### src/rtl/pwm_cmd_ramp.sv
`default_nettype none
// ============================================================================
// Module   : pwm_cmd_ramp
// Purpose  : Slew-rate limiter feeding the PWM core's 16-bit data_in.
//            Accepts {dir, mag[14:0]} targets over a valid/ready handshake.
//            Ramps the applied command toward the target by STEP per tick.
//            On a direction change it ramps to zero, holds DEAD_TICKS ticks
//            at zero, then flips direction and ramps back up.
// Ports    : clk        in   system clock
//            rst        in   synchronous active-high reset
//            tgt_valid  in   target word valid
//            tgt_data   in   target word {dir, mag[14:0]}
//            tgt_ready  out  target can be accepted (equals settled)
//            cmd_out    out  applied command {dir, mag}
//            settled    out  tracking and command equals latched target
//            reversing  out  high while decelerating or in dead time
// Revision : 1.0 - initial release
// ============================================================================
module pwm_cmd_ramp #(
  parameter int TICK_DIV   = 2000,
  parameter int STEP       = 10,
  parameter int DEAD_TICKS = 5,
  parameter int MAX_MAG    = 32767
) (
  input  logic        clk,
  input  logic        rst,
  input  logic        tgt_valid,
  input  logic [15:0] tgt_data,
  output logic        tgt_ready,
  output logic [15:0] cmd_out,
  output logic        settled,
  output logic        reversing
);

  localparam int PW = (TICK_DIV > 1) ? $clog2(TICK_DIV) : 1;
  localparam int DW = $clog2(DEAD_TICKS + 1);
  localparam logic [PW-1:0] TICK_LAST = PW'(TICK_DIV - 1);
  localparam logic [DW-1:0] DEAD_INIT = DW'(DEAD_TICKS);
  localparam logic [14:0]   STEP_C    = 15'(STEP);
  localparam logic [14:0]   MAX_C     = 15'(MAX_MAG);

  typedef enum logic [1:0] {
    S_TRACK = 2'd0,
    S_DECEL = 2'd1,
    S_DEAD  = 2'd2
  } state_t;

  state_t          state, state_n;
  logic [PW-1:0]   presc;
  logic [14:0]     mag, mag_n;
  logic            cur_dir, dir_n;
  logic            tgt_dir, tdir_n;
  logic [14:0]     tgt_mag, tmag_n;
  logic [DW-1:0]   dead_cnt, dead_n;
  logic            tick;
  logic            accept;
  logic [14:0]     diff;
  logic [14:0]     step_amt;
  logic [14:0]     toward;
  logic [14:0]     down;
  logic            settled_n;

  assign tick      = (presc == TICK_LAST);
  assign accept    = tgt_valid && tgt_ready;
  assign tgt_ready = settled;
  assign cmd_out   = {cur_dir, mag};

  // Step clamped to the remaining distance so the ramp lands exactly.
  assign diff     = (tgt_mag > mag) ? (tgt_mag - mag) : (mag - tgt_mag);
  assign step_amt = (diff < STEP_C) ? diff : STEP_C;
  assign toward   = (tgt_mag > mag) ? (mag + step_amt) : (mag - step_amt);
  assign down     = (mag < STEP_C) ? 15'd0 : (mag - STEP_C);

  always_comb begin
    state_n = state;
    mag_n   = mag;
    dir_n   = cur_dir;
    dead_n  = dead_cnt;
    tdir_n  = tgt_dir;
    tmag_n  = tgt_mag;

    // Tick logic uses the target latched before this edge, so a tick that
    // coincides with a transfer acts on the old target.
    if (tick) begin
      case (state)
        S_TRACK: begin
          if (tgt_dir == cur_dir || tgt_mag == 15'd0) begin
            mag_n = toward;
          end else if (mag != 15'd0) begin
            state_n = S_DECEL;
          end else begin
            state_n = S_DEAD;
            dead_n  = DEAD_INIT;
          end
        end
        S_DECEL: begin
          mag_n = down;
          if (down == 15'd0) begin
            state_n = S_DEAD;
            dead_n  = DEAD_INIT;
          end
        end
        S_DEAD: begin
          dead_n = dead_cnt - DW'(1);
          if (dead_cnt == DW'(1)) begin
            dir_n   = tgt_dir;
            state_n = S_TRACK;
          end
        end
        default: state_n = S_TRACK;
      endcase
    end

    if (accept) begin
      tdir_n = tgt_data[15];
      tmag_n = (tgt_data[14:0] > MAX_C) ? MAX_C : tgt_data[14:0];
    end
  end

  // A zero-magnitude target carries no meaningful direction: reaching zero
  // in either direction counts as settled, otherwise the block would never
  // reopen its handshake after a "stop in the other direction" target.
  assign settled_n = (state_n == S_TRACK) && (mag_n == tmag_n) &&
                     ((dir_n == tdir_n) || (tmag_n == 15'd0));

  always_ff @(posedge clk) begin
    if (rst) begin
      state     <= S_TRACK;
      presc     <= '0;
      mag       <= '0;
      cur_dir   <= 1'b0;
      tgt_dir   <= 1'b0;
      tgt_mag   <= '0;
      dead_cnt  <= '0;
      settled   <= 1'b1;
      reversing <= 1'b0;
    end else begin
      state     <= state_n;
      presc     <= tick ? '0 : (presc + PW'(1));
      mag       <= mag_n;
      cur_dir   <= dir_n;
      tgt_dir   <= tdir_n;
      tgt_mag   <= tmag_n;
      dead_cnt  <= dead_n;
      settled   <= settled_n;
      reversing <= (state_n != S_TRACK);
    end
  end

endmodule
`default_nettype wire

### config.mk
export PLATFORM = sky130hd
export DESIGN_NAME = pwm_cmd_ramp
export DESIGN_NICKNAME = d
export VERILOG_FILES = /design/src/rtl/pwm_cmd_ramp.sv
export SDC_FILE = /design/constraint.sdc
export NUM_CORES = 1
export LEC_CHECK = 0
export CORE_UTILIZATION = 56
export CTS_BUF_LIST = sky130_fd_sc_hd__clkbuf_4 sky130_fd_sc_hd__clkbuf_8
export DETAILED_ROUTE_END_ITERATION = 10
export PLACE_DENSITY = 0.82
export SLEW_MARGIN = 0
export SYNTH_ARGS = -nofsm -noshare
export SYNTH_HDL_FRONTEND = slang
export SYNTH_SLANG_ARGS = --single-unit
### constraint.sdc
create_clock -name clk -period 6.3 [get_ports clk]
set_input_delay 0.945 -clock clk [delete_from_list [all_inputs] [get_ports clk]]
set_output_delay 0.945 -clock clk [all_outputs]
set_load 0.01 [all_outputs]
==> flow_summary_export.csv <==
group,metric,value,unit
pwr,power_frac_clock,0.170,
placed_design,pre_cts_ws,-0.2639,ns
setup_path,timing.rr.start,"mag[8]",
synth,synth_area,5722,sq um
detailed_routing,drc_errors,0,
min_path,holdCritPathClass,"register to register",
detailed_routing,vias_per_cell,6.745,
pwr,p_sw_frac,0.4172,
pwr,seqPwrFrac,0.281,
pwr,power_frac_comb,0.549,
min_path,holdPathEnd,"presc[0]",
finish,fin_area,7697,sq um
synth,syn_area_per_cell,7.307,sq um
setup_path,worstPathMaxFanout,7,
setup_path,regToRegEndpoint,"settled",
finish,final_cell_mix,"buf_4 (138), nor2_1 (80), nand2_1 (69), a21oi_1 (55), inv_1 (40)",
die,core_area,9819,sq um
finish,areaGrowthSynthToFinish,34.53,%
synth,yosys_warnings,0,
finish,drive_above_1_share,0.2705,
detailed_routing,first_pass_iters,8,
finish,layout_commonest_cell,"buf_4",
setup_path,worst_path_max_delay_cell,"or4_4",
die,die-area,10630,sq um
synth,synth_fp_nets,853,
synth,yosysSeqAreaShare,0.1749,
sta,hold-worst-slack,0.4748,ns
outcome,violations,"setup timing",
setup_path,start_kind,"register",
outcome,status,"finished with violations",
die,die_w,103.1,um
sta,tightest_slew,1.150,ns
grt,track_usage,0.4207,
sta,rsz0062_at_grt,"yes",
pwr,internal-power,0.0006882,W
clock_network,clk_pin_slew,0.10,ns
pwr,p_per_area,153.4,nW/um^2
clock_network,clk_latency,0.32,ns
finish,final_nets,1008,
die,io-pin-count,38,
setup_path,max_stage_delay,0.44,ns
synth,synth_cells,783,
detailed_routing,num_vias,7231,
sta,finalCritPeriodShare,1.030,
synth,ys_types,84,
grt,grt_pass1_vias,6529,
finish,fillCellCount,708,
sta,final.setup.tns,-0.1892,ns
grt,antenna_found_initial,0,
min_path,hold_start,"presc[0]",
setup_path,r2r_cells,29,
setup_path,critPathCaptureType,"register",
placed_design,placed_area,7149,sq um
sta,setup_viol,1,
clock_network,tritoncts,"built",
synth,synth_top_area_cell,"dfxtp_1",
finish,diodes,0,
grt,grt_pass1_wl,33680,um
pwr,power_leakage,3.272,nW
pwr,irDropWorstVdd,0.0001782,V
die,initial_core_util,0.5827,
clock_network,clockRootBuffer,"clkbuf_8",
setup_path,cp_num_buf_inv,3,
detailed_routing,drt_iter0_markers,712,
clock_network,clock-sinks,50,
clock_network,ctsHoldBuffers,0,
synth,synth_edf_count,0,
setup_path,critPathTopFamily,"compound AO/OA/AOI/OAI gates",
grt,grt-ovfl-total,0,
die,die_h,103.1,um
setup_path,required,6.56,ns
synth,synth_top_area_frac,0.1749,
pwr,p_switching,0.0004927,W
clock_network,htree_levels,2,
grt,grt_max_degree,41,
die,rows,36,
sta,max_freq,154.1,MHz
sta,slew_headroom,0.2314,
setup_path,critPathKind,"register to register",
placed_design,port_buffers,37,
min_path,hold_depth,1,
placed_design,gp_congestion,1.090,
sta,finalCriticalPeriod,6.489,ns
placed_design,hpwl,17810,um
sta,fin_ws,-0.1892,ns
setup_path,r2r_setup_slack,-0.19,ns
sta,finalHoldViolations,0,
synth,synth_top_flop_cell,"dfxtp_1",
job,cap_violations,0,
sta,slew_violations,0,
clock_network,clock_tree.buffer_depth,2,
detailed_routing,ant_nets,0,
detailed_routing,wl_per_cell,22.05,um
clock_network,cts_buffers,5,
detailed_routing,totalWireLength,23640,um
setup_path,arrival,6.75,ns
sta,skew,0.01180,ns
synth,postSynth.asyncResetShare,0,
synth,synth_seq_cells,50,
synth,synth_area_leaders,"dfxtp_1 (17%), ha_1 (10%), nor2_1 (5.4%)",
==> what timing repair did <==
| action | in CTS | in global routing |
|---|---|---|
| buffers inserted | 4 | 10 |
| pin swaps | 14 | 42 |
| endpoints found under the setup margin | 2 | 2 |
| gates resized for setup | 18 | 51 |
==> routing by layer <==
metal | share of wire | vias to the layer above | GRT usage
met4 | 0.052 | 0 | 0.1918
met1 | 0.38 | 3391 | 0.5188
met2 | 0.45 | 517 | 0.6815
met3 | 0.11 | 113 | 0.1173
li1 | - | 3210 | -
met5 | 0 | - | 0
==> per-stage QoR <==
stage / total power (W) / instances / utilization
after floorplan: 0.0006777 / 783 / -
after global placement: 0.0008683 / 1050 / 0.7281
after detailed placement: 0.0008835 / 1050 / 0.7281
after CTS: 0.001095 / 1062 / 0.7482
after global routing: 0.001228 / 1072 / 0.7839
final: 0.001181 / 1072 / 0.7839
==> power groups by stage <==
stage	combinational [W]	clock (W)	sequential [W]
after global routing	0.000686	0.000210	0.000332
after detailed placement	0.000546	0	0.000337
after CTS	0.000565	0.000201	0.000330
after floorplan	0.000342	0	0.000335
after global placement	0.000532	0	0.000337
final	0.000649	0.000200	0.000332
==> how the worst max path moves through the flow <==
stage / start / endpoint / depth (start not counted)
2_1_floorplan: mag[3] / settled / 29
6_report: mag[8] / settled / 29
5_1_grt: mag[8] / settled / 29
4_1_cts: tgt_mag[0] / settled / 30
3_5_place_dp: tgt_mag[0] / settled / 29
3_3_place_gp: mag[9] / settled / 28
==> Yosys cell counts (14+ instances only) <==
cell	instances
a21oi_1	62
a21o_1	16
mux2i_1	18
ha_1	48
xor2_1	16
nor3_1	29
inv_1	42
nand3_1	29
a31oi_1	15
clkbuf_1	18
o21ai_0	33
nor2_1	83
nand2_1	71
dfxtp_1	50
nor2b_1	14
xnor2_1	21
==> registers in the layout (all words and copies together) (netlist names), 2 cells and up <==
register	cells
dead_cnt	3
mag	15
presc	11
state	2
tgt_mag	15
==> logic make-up after synthesis <==
| group | count (synthesis) | synth area share |
|---|---|---|
| AND/OR/NAND/NOR | 310 | 0.2793 |
| AO/OA/AOI/OAI | 243 | 0.2860 |
| buffers and inverters | 72 | 0.05226 |
| adder cells (fa/ha/maj) | 51 | 0.1155 |
| flip-flops | 50 | 0.1749 |
| XOR/XNOR | 37 | 0.05664 |
| multiplexers | 20 | 0.03542 |
==> final cells by class <==
cell class | instances | area (sq um) | area share
sequential | 50 | 1025 | 0.1331
inverter | 43 | 161.4 | 0.02097
clock buffer | 5 | 68.82 | 0.008940
multi-input combinational | 661 | 4825 | 0.6268
tap | 133 | 166.4 | 0.02162
timing repair buffer | 177 | 1429 | 0.1856
clock inverter | 3 | 22.52 | 0.002926
Note: power is estimated with default switching activity, not from simulation.
